===== config.mk =====
export PLATFORM = sky130hd
export DESIGN_NAME = fetch_unit_flat
export DESIGN_NICKNAME = d
export VERILOG_FILES = /design/src/rtl/rv_pkg.sv /design/src/rtl/fetch_unit_if.sv /design/src/rtl/fetch_fifo.sv /design/src/rtl/fetch_unit.sv /design/src/flat_wrapper.sv
export SDC_FILE = /design/constraint.sdc
export NUM_CORES = 1
export LEC_CHECK = 0
export ABC_AREA = 1
export CAP_MARGIN = 20
export CORE_ASPECT_RATIO = 0.9
export CORE_MARGIN = 5
export CORE_UTILIZATION = 54
export CTS_CLUSTER_DIAMETER = 50
export DETAILED_ROUTE_END_ITERATION = 16
export GPL_TIMING_DRIVEN = 1
export PLACE_DENSITY = 0.87
export REMOVE_ABC_BUFFERS = 1
export SLEW_MARGIN = 10
export SYNTH_ARGS = -nofsm -noshare
export SYNTH_HDL_FRONTEND = slang
export SYNTH_SLANG_ARGS = --single-unit

===== constraint.sdc =====
create_clock -name clk -period 5.6 [get_ports clk]
set_input_delay 1.4 -clock clk [delete_from_list [all_inputs] [get_ports clk]]
set_output_delay 1.4 -clock clk [all_outputs]
set_load 0.005 [all_outputs]

===== src/rtl/rv_pkg.sv =====
`default_nettype none
// +----------------------------------------------------------------------+
// | rv_pkg : shared RV32I front-end types, PCSrc encodings and helpers   |
// | rev 1.0                                                              |
// +----------------------------------------------------------------------+
package rv_pkg;

    localparam int XLEN = 32;
    localparam int ILEN = 32;

    typedef enum logic [1:0] {
        PCSRC_PLUS4  = 2'b00,
        PCSRC_TARGET = 2'b01,
        PCSRC_ALU    = 2'b10
    } pcsrc_e;

    typedef struct packed {
        logic [XLEN-1:0] pc;
        logic [ILEN-1:0] instr;
    } fetch_entry_t;

    // Both 10 and 11 select the jalr path; bit0 of the ALU result is cleared.
    function automatic logic [XLEN-1:0] redirect_target(
        input logic [1:0]      src,
        input logic [XLEN-1:0] pc,
        input logic [XLEN-1:0] imm,
        input logic [XLEN-1:0] alu
    );
        return (src == PCSRC_TARGET) ? pc + imm : (alu & {{(XLEN-1){1'b1}}, 1'b0});
    endfunction

endpackage
`default_nettype wire


===== src/rtl/fetch_unit_if.sv =====
`default_nettype none
// +----------------------------------------------------------------------+
// | fetch_unit_if : instruction-memory req/gnt/rvalid read channel       |
// | rev 1.0                                                              |
// +----------------------------------------------------------------------+
interface fetch_unit_if;
    import rv_pkg::*;

    logic            req;
    logic [XLEN-1:0] addr;
    logic            gnt;
    logic            rvalid;
    logic [ILEN-1:0] rdata;

    modport master (output req, addr, input gnt, rvalid, rdata);
    modport slave  (input req, addr, output gnt, rvalid, rdata);
endinterface
`default_nettype wire


===== src/rtl/fetch_fifo.sv =====
`default_nettype none
// +----------------------------------------------------------------------+
// | fetch_fifo : synchronous {pc, instr} buffer, flush beats push        |
// | rev 1.0                                                              |
// +----------------------------------------------------------------------+
module fetch_fifo #(
    parameter int DEPTH = 2,
    parameter int WIDTH = 64
) (
    input  logic                   clk,
    input  logic                   rst_n,
    input  logic                   push,
    input  logic [WIDTH-1:0]       din,
    input  logic                   pop,
    input  logic                   flush,
    output logic [WIDTH-1:0]       dout,
    output logic [$clog2(DEPTH):0] count,
    output logic                   empty,
    output logic                   full
);
    localparam int c_aw = $clog2(DEPTH);

    logic [WIDTH-1:0] r_mem [DEPTH];
    logic [c_aw-1:0]  r_wr_ptr;
    logic [c_aw-1:0]  r_rd_ptr;
    logic [c_aw:0]    r_count;
    logic             w_push;
    logic             w_pop;

    assign empty  = (r_count == '0);
    assign full   = (r_count == (c_aw+1)'(DEPTH));
    assign count  = r_count;
    assign dout   = r_mem[r_rd_ptr];
    assign w_pop  = pop && !empty;
    // A full buffer still accepts a word when the head leaves in the same cycle.
    assign w_push = push && (!full || w_pop);

    always_ff @(posedge clk or negedge rst_n) begin
        if (!rst_n) begin
            r_wr_ptr <= '0;
            r_rd_ptr <= '0;
            r_count  <= '0;
        end else if (flush) begin
            r_wr_ptr <= '0;
            r_rd_ptr <= '0;
            r_count  <= '0;
        end else begin
            if (w_push) r_wr_ptr <= r_wr_ptr + 1'b1;
            if (w_pop)  r_rd_ptr <= r_rd_ptr + 1'b1;
            r_count <= r_count + (c_aw+1)'(w_push) - (c_aw+1)'(w_pop);
        end
    end

    always_ff @(posedge clk) begin
        if (w_push && !flush) r_mem[r_wr_ptr] <= din;
    end
endmodule
`default_nettype wire


===== src/rtl/fetch_unit.sv =====
`default_nettype none
// +----------------------------------------------------------------------+
// | fetch_unit : RV32I fetch front-end with credit-limited issue/redirect|
// | rev 1.0                                                              |
// +----------------------------------------------------------------------+
module fetch_unit
    import rv_pkg::*;
#(
    parameter logic [XLEN-1:0] RESET_PC   = 32'h0000_0000,
    parameter int              FIFO_DEPTH = 2
) (
    input  logic                clk,
    input  logic                rst_n,
    fetch_unit_if.master        imem,
    output logic                instr_valid,
    input  logic                instr_ready,
    output logic [ILEN-1:0]     Instr,
    output logic [XLEN-1:0]     PC,
    output logic [XLEN-1:0]     PCPlus4,
    input  logic [1:0]          PCSrc,
    input  logic [XLEN-1:0]     ImmExt,
    input  logic [XLEN-1:0]     ALUResult,
    output logic                misalign_err
);
    localparam int                c_cnt_w = $clog2(FIFO_DEPTH) + 1;
    localparam logic [c_cnt_w:0]  c_depth = (c_cnt_w+1)'(FIFO_DEPTH);

    logic                r_run;
    logic                r_misalign;
    logic [XLEN-1:0]     r_fetch_pc;
    logic [XLEN-1:0]     r_resp_pc;
    logic [c_cnt_w-1:0]  r_outstanding;
    logic [c_cnt_w-1:0]  r_drop_cnt;

    logic                w_grant;
    logic                w_resp;
    logic                w_drop;
    logic                w_push;
    logic                w_retire;
    logic                w_redirect;
    logic [XLEN-1:0]     w_target;
    logic [c_cnt_w-1:0]  w_out_next;
    logic [c_cnt_w-1:0]  w_count;
    logic [c_cnt_w:0]    w_credit_used;
    logic                w_empty;
    logic                w_full;
    fetch_entry_t        w_push_entry;
    fetch_entry_t        w_head;

    // Request is a function of registers only; r_run keeps it low in reset.
    assign w_credit_used = {1'b0, r_outstanding} + {1'b0, w_count};
    assign imem.req      = r_run && !r_misalign && (w_credit_used < c_depth);
    assign imem.addr     = r_fetch_pc;

    assign w_grant    = imem.req && imem.gnt;
    assign w_resp     = imem.rvalid && (r_outstanding != '0);
    assign w_drop     = w_resp && (r_drop_cnt != '0);
    assign w_push     = w_resp && !w_drop && !r_misalign;
    assign w_retire   = instr_valid && instr_ready;
    assign w_redirect = w_retire && (PCSrc != PCSRC_PLUS4);
    assign w_target   = redirect_target(PCSrc, PC, ImmExt, ALUResult);
    assign w_out_next = r_outstanding + c_cnt_w'(w_grant) - c_cnt_w'(w_resp);

    assign w_push_entry = '{pc: r_resp_pc, instr: imem.rdata};

    fetch_fifo #(
        .DEPTH (FIFO_DEPTH),
        .WIDTH ($bits(fetch_entry_t))
    ) u_fifo (
        .clk   (clk),
        .rst_n (rst_n),
        .push  (w_push),
        .din   (w_push_entry),
        .pop   (w_retire),
        .flush (w_redirect),
        .dout  (w_head),
        .count (w_count),
        .empty (w_empty),
        .full  (w_full)
    );

    assign instr_valid  = !w_empty;
    assign Instr        = w_head.instr;
    assign PC           = w_head.pc;
    assign PCPlus4      = w_head.pc + 32'd4;
    assign misalign_err = r_misalign;

    always_ff @(posedge clk or negedge rst_n) begin
        if (!rst_n) begin
            r_run         <= 1'b0;
            r_misalign    <= 1'b0;
            r_fetch_pc    <= RESET_PC;
            r_resp_pc     <= RESET_PC;
            r_outstanding <= '0;
            r_drop_cnt    <= '0;
        end else begin
            r_run         <= 1'b1;
            r_outstanding <= w_out_next;
            if (w_redirect) begin
                // Everything still in flight, including this cycle's grant, is wrong-path.
                r_drop_cnt <= w_out_next;
                r_fetch_pc <= w_target;
                r_resp_pc  <= w_target;
                if (w_target[1]) r_misalign <= 1'b1;
            end else begin
                if (w_grant) r_fetch_pc <= r_fetch_pc + 32'd4;
                if (w_drop)  r_drop_cnt <= r_drop_cnt - 1'b1;
                if (w_push)  r_resp_pc  <= r_resp_pc + 32'd4;
            end
        end
    end

    logic w_unused;
    assign w_unused = w_full;
endmodule
`default_nettype wire

===== src/flat_wrapper.sv =====
// flat-port wrapper written by rule: the top's interface ports become plain ports
module fetch_unit_flat import rv_pkg::*;
#(
    parameter logic [XLEN-1:0] RESET_PC   = 32'h0000_0000,
    parameter int              FIFO_DEPTH = 2
)
  (clk, rst_n, instr_valid, instr_ready, Instr, PC, PCPlus4, PCSrc, ImmExt, ALUResult, misalign_err, imem_req, imem_addr, imem_gnt, imem_rvalid, imem_rdata);
  fetch_unit_if imem_i ();
  input  logic clk;
  input  logic rst_n;
  output logic instr_valid;
  input  logic instr_ready;
  output logic [ILEN-1:0] Instr;
  output logic [XLEN-1:0] PC;
  output logic [XLEN-1:0] PCPlus4;
  input  logic [1:0] PCSrc;
  input  logic [XLEN-1:0] ImmExt;
  input  logic [XLEN-1:0] ALUResult;
  output logic misalign_err;
  output wire logic [$bits(imem_i.req)-1:0] imem_req;
  output wire logic [$bits(imem_i.addr)-1:0] imem_addr;
  input wire logic [$bits(imem_i.gnt)-1:0] imem_gnt;
  input wire logic [$bits(imem_i.rvalid)-1:0] imem_rvalid;
  input wire logic [$bits(imem_i.rdata)-1:0] imem_rdata;
  assign imem_req = imem_i.req;
  assign imem_addr = imem_i.addr;
  assign imem_i.gnt = imem_gnt;
  assign imem_i.rvalid = imem_rvalid;
  assign imem_i.rdata = imem_rdata;
  fetch_unit #(.RESET_PC(RESET_PC), .FIFO_DEPTH(FIFO_DEPTH)) u_core (.clk(clk), .rst_n(rst_n), .imem(imem_i), .instr_valid(instr_valid), .instr_ready(instr_ready), .Instr(Instr), .PC(PC), .PCPlus4(PCPlus4), .PCSrc(PCSrc), .ImmExt(ImmExt), .ALUResult(ALUResult), .misalign_err(misalign_err));
endmodule

==> Word-level counts from Yosys, hierarchy flattened <==
Memories as Yosys holds them, arrays and structs flattened.
Cells that the tools add are included.
{ "totals": {"in_bits": 103, "wordCells": 67, "memories": 1, "mem_bits_rw": 128, "reg_bits": 74} }
{ "classes": {"addsub": 12, "eq_ne": 2, "mux": 14, "magnitude_cmp": 1, "n_reduce_logical": 28} }
{ "mem_list": {"columns": ["memory", "words", "width", "read_ports", "rd_clocked_by_memory_dff", "wr", "line_no", "source"], "rows": [
  ["u_core.u_fifo.r_mem", 2, 64, 1, 0, 1, "fetch_fifo.sv:23", "logic [WIDTH-1:0] r_mem [DEPTH];"]
]} }
{ "ops": {"columns": ["op", "count"], "rows": [
  ["32-bit two-way mux", 5],
  ["32-bit by 3-bit adder with 32-bit output (second input constant)", 3],
  ["32-bit adder", 1],
  ["2-bit nonzero test", 8],
  ["1-bit logical AND", 12],
  ["1-bit two-way mux", 6],
  ["2-bit two-way mux", 3],
  ["1-bit logical NOT", 5],
  ["2-bit by 1-bit adder with 2-bit output", 2],
  ["2-bit by 1-bit subtractor with 2-bit output", 2],
  ["2-bit by 2-bit adder with 3-bit output", 1],
  ["3-bit by 2-bit less-than comparator with 1-bit output (second input constant)", 1],
  ["1-bit adder (second input constant)", 2],
  ["2-bit by 1-bit equality test with 1-bit output (second input constant)", 1],
  ["2-bit equality test (second input constant)", 1],
  ["2-bit logical NOT", 1],
  ["2-bit AND reduction", 1],
  ["2-bit by 1-bit subtractor with 2-bit output (second input constant)", 1],
  ["1-bit logical OR", 1]
]} }

==> Longest topological paths before layout <==
Gate-level depths: netlist of run 1.
{ "logic_depth": {"depth_word": 10, "ltp_mapped": 22, "ltp_nobuf": 20} }

==> By module <==
From an unflattened synthesis of run 1, not the netlist that was laid out.
{ "hier_totals": {"hier_cells": 1675, "area_unflattened_um2": 12806.0} }
{ "by_module_without_submodules": {"columns": ["mod", "n_inst", "cells_each", "seq_area_each_um2", "area_each_um2"], "rows": [
  ["fetch_unit", 1, 1301, 1751.7, 7861.3],
  ["fetch_fifo", 1, 374, 3943.8, 4944.7]
]} }

==> Worst setup path after synthesis of run 1 <==
Ideal clock, no wire load.
{ "synth_timing": {"path_kind": "input-to-reg", "from": "in imem_rvalid", "to": "mem u_core.u_fifo.r_mem[0][0] (enable)", "slack_ns": 0.291, "cell_stages": 6, "path_buffers": 0, "setup_ns": 0.486, "t_arrival_ns": 4.823, "path_cell_list": "o21ai_0 inv_1 nand3_1 a31oi_1 nand2_1 nor2_1"} }
{ "synth_via": {"elab_chain_len": 9} }
{ "synth_rtl": {"columns": ["item", "line_no", "source"], "rows": [
  ["start, declared", "flat_wrapper.sv:23", "input wire logic [$bits(imem_i.rvalid)-1:0] imem_rvalid;"],
  ["1-bit logical AND *", "fetch_unit.sv:56", "assign w_resp = imem.rvalid && (r_outstanding != '0);"],
  ["1-bit logical AND", "fetch_unit.sv:57", "assign w_drop = w_resp && (r_drop_cnt != '0);"],
  ["1-bit logical NOT", "fetch_unit.sv:58", "assign w_push = w_resp && !w_drop && !r_misalign;"],
  ["1-bit logical AND * (2 in series)", "fetch_unit.sv:58", null],
  ["1-bit logical AND *", "fetch_fifo.sv:36", "assign w_push = push && (!full || w_pop);"],
  ["1-bit logical AND *", "fetch_fifo.sv:55", "if (w_push && !flush) r_mem[r_wr_ptr] <= din;"],
  ["1-bit two-way mux *", "fetch_fifo.sv:55", null],
  ["1-bit two-way mux (implied by the code) *", "fetch_fifo.sv:55", null],
  ["end, declared", "fetch_fifo.sv:23", null]
]} }
Mark *: on every way between the ends. The rest lies on a longest branch, timed or not.

==> Final worst setup path of run 1 <==
{ "layout_timing": {"from": "reg u_core.u_fifo.r_rd_ptr", "to": "out PCPlus4[30]"} }
{ "layout_via": {"elab_chain_len": 2} }
{ "layout_rtl": {"columns": ["item", "line_no", "source"], "rows": [
  ["start, declared", "fetch_fifo.sv:25", "logic [c_aw-1:0] r_rd_ptr;"],
  ["start signal, assigned", "fetch_fifo.sv:49", "if (w_pop) r_rd_ptr <= r_rd_ptr + 1'b1;"],
  ["memory read 2 x 64 bit", null, null],
  ["32-bit by 3-bit adder with 32-bit output", "fetch_unit.sv:85", "assign PCPlus4 = w_head.pc + 32'd4;"],
  ["end, declared", "flat_wrapper.sv:15", "output logic [XLEN-1:0] PCPlus4;"]
]} }
No other way between the ends.

==> flow_metrics.env, run 1 <==
export IMPL_track_usage_pct=29.9
export IMPL_crit_path_frequent_cell="nand4_1"
export IMPL_syn_cell_area_sq_mm=0.0129
export IMPL_layout_common_cells="nand2_1 (563), clkdlybuf4s50_1 (231), inv_1 (196)"
export IMPL_period_needed_ns=5.16
export IMPL_fmax_mhz=194
export IMPL_htreeDepth=1
export IMPL_peakVddDrop_v=0.000273
export IMPL_synth_ff_type="edfxtp_1"
export IMPL_wl_per_cell_microns=18.5
export IMPL_finalSetupViolCount=0
export IMPL_hold_class="reg2reg"
export IMPL_path_max_fanout=65
export IMPL_vias_per_cell=5.58
export IMPL_post_route_drc_count=0
export IMPL_die_h_microns=157
export IMPL_syn_to_final_growth_pct=27.2
export IMPL_synth_distinct_cells=49
export IMPL_cp_arrival_ns=3.76
export IMPL_cts_resized=0
export IMPL_num_vias=12585
export IMPL_seq_area_sq_mm=0.00570
export IMPL_ant_nets=0
export IMPL_start_kind="flop"
export IMPL_async_reset_ff_share_pct=36.6
export IMPL_setup_worst_path_start="u_core.u_fifo.r_rd_ptr"
export IMPL_die_area_sq_mm=0.0271
export IMPL_maxCapViolCount=0
export IMPL_drive_above_1_share_pct=6.35
export IMPL_grt_max_degree=66
export IMPL_synth_top_area_share_pct=29.8
export IMPL_synth_largest_area_cell="edfxtp_1"
export IMPL_coreArea_sq_mm=0.0235
export IMPL_finalHoldViolCount=0
export IMPL_slew_limit_headroom_pct=49.6
export IMPL_hpwl_mm=31.8
export IMPL_pin_count=234
export IMPL_post_route_period_util_pct=92.1
export IMPL_path_cells="buf_4 -> nand2_1 -> nand2_4 -> nand4_1 -> nor4_1 -> nand4_1 -> xnor2_1 -> clkdlybuf4s50_1"
export IMPL_power_per_cell_area_mw_per_mm2=211
export IMPL_synth_cells=1700
export IMPL_required_ns=4.20
export IMPL_gp_congestion=0.979
export IMPL_synth_seq_cells=202
export IMPL_ys_top_cells_by_area="edfxtp_1 (30%), nand2_1 (16%), dfrtp_1 (14%)"
export IMPL_clockBufferDepth=3
export IMPL_grt_first_pass_wirelength_mm=64.3
export IMPL_power_leakage_nw=7.60
export IMPL_final_net_count=2078
export IMPL_cp_end_kind="primary output"
export IMPL_cts_setup_buffers=0
export IMPL_crit_slowest_cell="nor4_1"
export IMPL_start_util_pct=55.0
export IMPL_final_common_cell="nand2_1"
export IMPL_grt_pass1_vias=11807
export IMPL_rsz0062_at_grt="false"
export IMPL_clock_skew_ns=0.0131
export IMPL_port_buffers=232
export IMPL_crit_type="reg2out"
export IMPL_die_width_microns=173
export IMPL_cts_reportedPaths_clkPinSlew_ns=0.06
export IMPL_total_power_w=0.00347
export IMPL_multiInputGateArea_sq_mm=0.00624
export IMPL_antenna_found_initial=0
export IMPL_ys_seq_area_share_pct=44.1
export IMPL_avgSynthCellArea_sq_um=7.59
export IMPL_first_pass_iters=5
export IMPL_overflow=0
export IMPL_min_delay_start="u_core.r_resp_pc[0]"
export IMPL_cts_sinks=202
export IMPL_rrSetupSlack_ns=2.00
export IMPL_tritoncts="done"
export IMPL_wirelength_mm=41.7
export IMPL_drtIter0Drc=1450
export IMPL_row_count=53
export IMPL_slowest_delay_ns=0.65
export IMPL_synth_edff_count=128
export IMPL_fin_hold_ws_ns=0.483
export IMPL_yosysWarningCount=0
export IMPL_diodes=0
export IMPL_cts_made_buffers=25
export IMPL_fillers=1926
export IMPL_postCtsHoldBufs=0
export IMPL_status="finished clean"
export IMPL_slew_violations=0
export IMPL_r2r_start="u_core.u_fifo.r_rd_ptr"
export IMPL_cts_root_buf="clkbuf_16"
export IMPL_timing_worst_slew_pin_value_ns=0.749
export IMPL_worstSkewPairLatency_ns=0.52
Yosys cell counts, types with 6 or more instances:
master / number
nand2_1: 563
inv_1: 196
nor2_1: 192
edfxtp_1: 128
nand3_1: 85
dfrtp_1: 74
o21ai_0: 67
a21oi_1: 66
xor2_1: 49
ha_1: 38
nor3_1: 34
xnor2_1: 21
nand2_2: 20
nand4_1: 20
clkbuf_1: 17
a31oi_1: 13
a22oi_1: 12
buf_2: 12
nor4_1: 9
or2_2: 9
nor2_2: 7
inv_2: 6
nand3b_1: 6
where the power goes:
group / internal, W / total (W) / switching, W
clock: 0.000929 / 0.00160 / 0.000670
combinational: 0.000122 / 0.000263 / 0.000141
sequential: 0.00160 / 0.00161 / 0.0000100
worst paths after layout:
kind / end / cells after the start
worst max-delay path: PCPlus4[30] / 8
worst min register to register: u_core.u_fifo.r_mem[0][32] / 0
worst min-delay path: u_core.u_fifo.r_mem[0][32] / 0
min in group asynchronous: u_core.imem.addr[21] / 1
worst max register to register: u_core.imem.addr[15] / 14
max in group asynchronous: u_core.u_fifo.r_rd_ptr / 3
metal layers:
metal | up-vias | track usage (%) | routed length, microns
met1 | 5832 | 41.7 | 17200
met4 | 0 | 9.95 | 1430
met2 | 695 | 47.1 | 18500
met5 | - | 0 | 0
met3 | 83 | 6.52 | 4620
li1 | 5975 | - | -
per-stage QoR:
step,std cells,cell area (sq um),worst slack [ns],setup TNS [ns],util (%)
after global routing,2255,16400,0.210,0,69.9
after floorplan,1658,12700,-0.696,-88.14,-
after CTS,2254,16400,0.420,0,69.9
after global placement,2209,15600,1.10,0,66.3
final,2255,16400,0.440,0,69.9
after detailed placement,2209,15600,1.02,0,66.3
state kept, by name, summed over array words and instances, names as in the netlist:
| name | flops |
|---|---|
| u_core.misalign_err | 1 |
| u_core.u_fifo.r_mem | 128 |
| u_core.r_run | 1 |
| u_core.r_drop_cnt | 2 |
| u_core.imem.addr | 32 |
| u_core.u_fifo.r_wr_ptr | 1 |
| u_core.r_resp_pc | 32 |
| u_core.r_outstanding | 2 |
| u_core.u_fifo.count | 2 |
| u_core.u_fifo.r_rd_ptr | 1 |
worst max-delay path: cells and delay by family, from the launching register on:
family | cells | cell delay (ns)
xor gates and xnor gates | 1 | 0.24
buffers and inverters | 2 | 1.09
and+or+nand+nor | 5 | 1.49
DFF | 1 | 0.36
cells by family (layout without fill, tap and decap cells):
| logic type | Yosys count | after routing | synth area share [%] |
|---|---|---|---|
| and+or+nand+nor | 968 | 968 | 32.0 |
| buffers and inverters | 244 | 497 | 7.65 |
| DFF | 202 | 202 | 44.1 |
| AOI/OAI and AO/OA | 175 | 175 | 7.45 |
| xor gates and xnor gates | 70 | 70 | 4.75 |
| adders and majority gates | 40 | 40 | 3.99 |
| other | 1 | 1 | 0.0290 |
layout make-up:
class	instances	area share, %
Sequential cell	202	34.7
Timing Repair Buffer	250	15.3
Clock buffer	26	3.83
Inverter	202	4.62
Tap cell	302	2.30
Clock inverter	19	1.21
Multi-Input combinational cell	1254	38.0
Power figures use the tool's default switching activity.
==> run 2, diff against run 1 <==
--- a/config.mk
+++ b/config.mk
@@ -11,6 +11,7 @@
 export CORE_MARGIN = 5
 export CORE_UTILIZATION = 54
 export CTS_CLUSTER_DIAMETER = 50
+export CTS_CLUSTER_SIZE = 14
 export DETAILED_ROUTE_END_ITERATION = 16
 export GPL_TIMING_DRIVEN = 1
 export PLACE_DENSITY = 0.87
==> run 2 against run 1 <==
  * Setup slack better by 0.018 ns
  * Via count is 0.42% lower
  * Die area stayed put
  * Total power is 1.1% lower
  * Hold slack worse by 0.0091 ns
  * Sequential cell count stayed put
  * Sequential share of layout area is 0.053 points higher
  * Global-route usage is 0.074 points higher
==> flow_metrics.env, run 2 (same netlist as run 1, synthesis figures left out) <==
export IMPL_status="finished clean"
export IMPL_first_pass_iters=6
export IMPL_peakVddDrop_v=0.000242
export IMPL_hold_class="reg2reg"
export IMPL_cp_end_kind="primary output"
export IMPL_die_h_microns=157
export IMPL_gp_congestion=0.979
export IMPL_diodes=0
export IMPL_vias_per_cell=5.56
export IMPL_cp_arrival_ns=3.74
export IMPL_track_usage_pct=30.0
export IMPL_power_leakage_nw=7.59
export IMPL_netSwitchingPower_w=0.000813
export IMPL_tritoncts="done"
export IMPL_cts_setup_buffers=0
export IMPL_die_width_microns=173
export IMPL_antenna_found_initial=0
export IMPL_syn_to_final_growth_pct=27.0
export IMPL_largest_reg_flops=128
export IMPL_drive_above_1_share_pct=6.20
export IMPL_internal_power_w=0.00262
export IMPL_row_count=53
export IMPL_rsz0062_at_grt="false"
export IMPL_slew_violations=0
export IMPL_pin_count=234
export IMPL_fmax_mhz=194
export IMPL_cts_resized=0
export IMPL_clockBufferDepth=3
export IMPL_hold_path_cell_count=0
export IMPL_drtIter0Drc=1272
export IMPL_final_net_count=2077
export IMPL_seq_power_share_pct=46.8
export IMPL_cts_root_buf="clkbuf_16"
export IMPL_num_vias=12532
export IMPL_pre_cts_ws_ns=1.02
export IMPL_grt_pass1_vias=11875
export IMPL_final_common_cell="nand2_1"
export IMPL_largest_register="u_core.u_fifo.r_mem"
export IMPL_grt_max_degree=66
export IMPL_setup_ws_ns=0.458
export IMPL_finalHoldViolCount=0
export IMPL_path_max_fanout=35
export IMPL_coreArea_sq_mm=0.0235
export IMPL_cp_endpoint="PCPlus4[23]"
export IMPL_overflow=0
export IMPL_hpwl_mm=31.8
export IMPL_wl_per_cell_microns=18.6
export IMPL_cts_reportedPaths_clkPinSlew_ns=0.06
export IMPL_swShare_pct=23.7
export IMPL_postCtsHoldBufs=0
export IMPL_die_area_sq_mm=0.0271
export IMPL_timing_worst_slew_pin_value_ns=0.731
export IMPL_start_kind="flop"
export IMPL_period_needed_ns=5.14
export IMPL_cts_made_buffers=24
export IMPL_slew_limit_headroom_pct=51.3
export IMPL_finalSetupViolCount=0
export IMPL_cts_sinks=202
export IMPL_wirelength_mm=41.8
export IMPL_post_route_drc_count=0
export IMPL_htreeDepth=1
export IMPL_post_route_period_util_pct=91.8
export IMPL_ant_nets=0
export IMPL_fillers=1913
export IMPL_port_buffers=232
export IMPL_setup_worst_path_start="u_core.u_fifo.r_rd_ptr"
export IMPL_timing_rr_end="u_core.imem.addr[15]"
export IMPL_r2r_start="u_core.u_fifo.r_rd_ptr"
export IMPL_crit_type="reg2out"
export IMPL_required_ns=4.20
export IMPL_maxCapViolCount=0
export IMPL_grt_first_pass_wirelength_mm=64.5
export IMPL_start_util_pct=55.0
export IMPL_r2r_cells=14
export IMPL_power_per_cell_area_mw_per_mm2=209
export IMPL_rrSetupSlack_ns=1.95
export IMPL_p_clk_share_pct=45.5
export IMPL_p_comb_share_pct=7.7
export IMPL_total_power_w=0.00343
export IMPL_clock_skew_ns=0.0247
export IMPL_layout_common_cells="nand2_1 (563), clkdlybuf4s50_1 (231), inv_1 (196)"
export IMPL_worstSkewPairLatency_ns=0.53
run 2: cell types whose count changed in the layout (fill, tap and decap cells not counted), sizes merged:
cell | previous run | this run
bufinv | 2 | 1
clkbuf | 26 | 30
clkinv | 12 | 9
clkinvlp | 2 | 1
run 2: layer usage:
metal  track usage (%)  share of wire [%]  vias to the layer above  routed length (microns)
met5                 0                  0                        -                        0
met4              9.99                3.6                        0                     1510
met3              8.04                 11                      101                     4750
met2              47.0                 44                      664                    18500
met1              41.0                 41                     5790                    17100
li1                  -                  -                     5977                        -
run 2: worst min-delay path by stage:
stage	startpoint	endpoint	slack [ns]
global placement	u_core.r_resp_pc[0]	u_core.u_fifo.r_mem[0][32]	0.45
CTS	u_core.r_resp_pc[0]	u_core.u_fifo.r_mem[1][32]	0.47
floorplan	u_core.r_resp_pc[0]	u_core.u_fifo.r_mem[0][32]	0.44
finish	u_core.r_resp_pc[0]	u_core.u_fifo.r_mem[1][32]	0.47
detailed placement	u_core.r_resp_pc[0]	u_core.u_fifo.r_mem[0][32]	0.46
global route	u_core.r_resp_pc[0]	u_core.u_fifo.r_mem[1][32]	0.48
run 2: final cells by class:
class	instances	area, sq um	share of cell area [%]
Sequential cell	202	5700	34.8
Multi-Input combinational cell	1254	6240	38.1
Timing Repair Buffer	250	2510	15.3
Inverter	202	758	4.63
Tap cell	302	378	2.30
Clock buffer	30	654	3.99
Clock inverter	14	149	0.908
run 2: critical path: stages, from the launching register on:
cell and delay [ns]:
dfrtp_2 0.40, inv_2 0.52, buf_4 0.34, nand2_1 0.08, nand2_1 0.31, and2_1 0.30
nand2_1 0.08, inv_1 0.07, nand2_1 0.08, nor4_2 0.30, xor2_1 0.18, clkdlybuf4s50_1 0.52
run 2: through the flow:
step                util (%)  hold WS (ns)  instances  area, sq um  TNS [ns]
floorplan                  -         0.442       1658        12700    -88.14
global placement        66.3         0.449       2209        15600         0
detailed placement      66.3         0.457       2209        15600         0
CTS                     69.7         0.469       2253        16400         0
global route            69.8         0.481       2254        16400         0
finish                  69.8         0.474       2254        16400         0
run 2: power by group through the flow:
stage | Combinational, W | Sequential [W] | Clock (W)
floorplan | 0.000125 | 0.00163 | 0
global placement | 0.000249 | 0.00164 | 0
detailed placement | 0.000257 | 0.00164 | 0
CTS | 0.000260 | 0.00161 | 0.00158
global route | 0.000295 | 0.00161 | 0.00165
finish | 0.000263 | 0.00161 | 0.00156
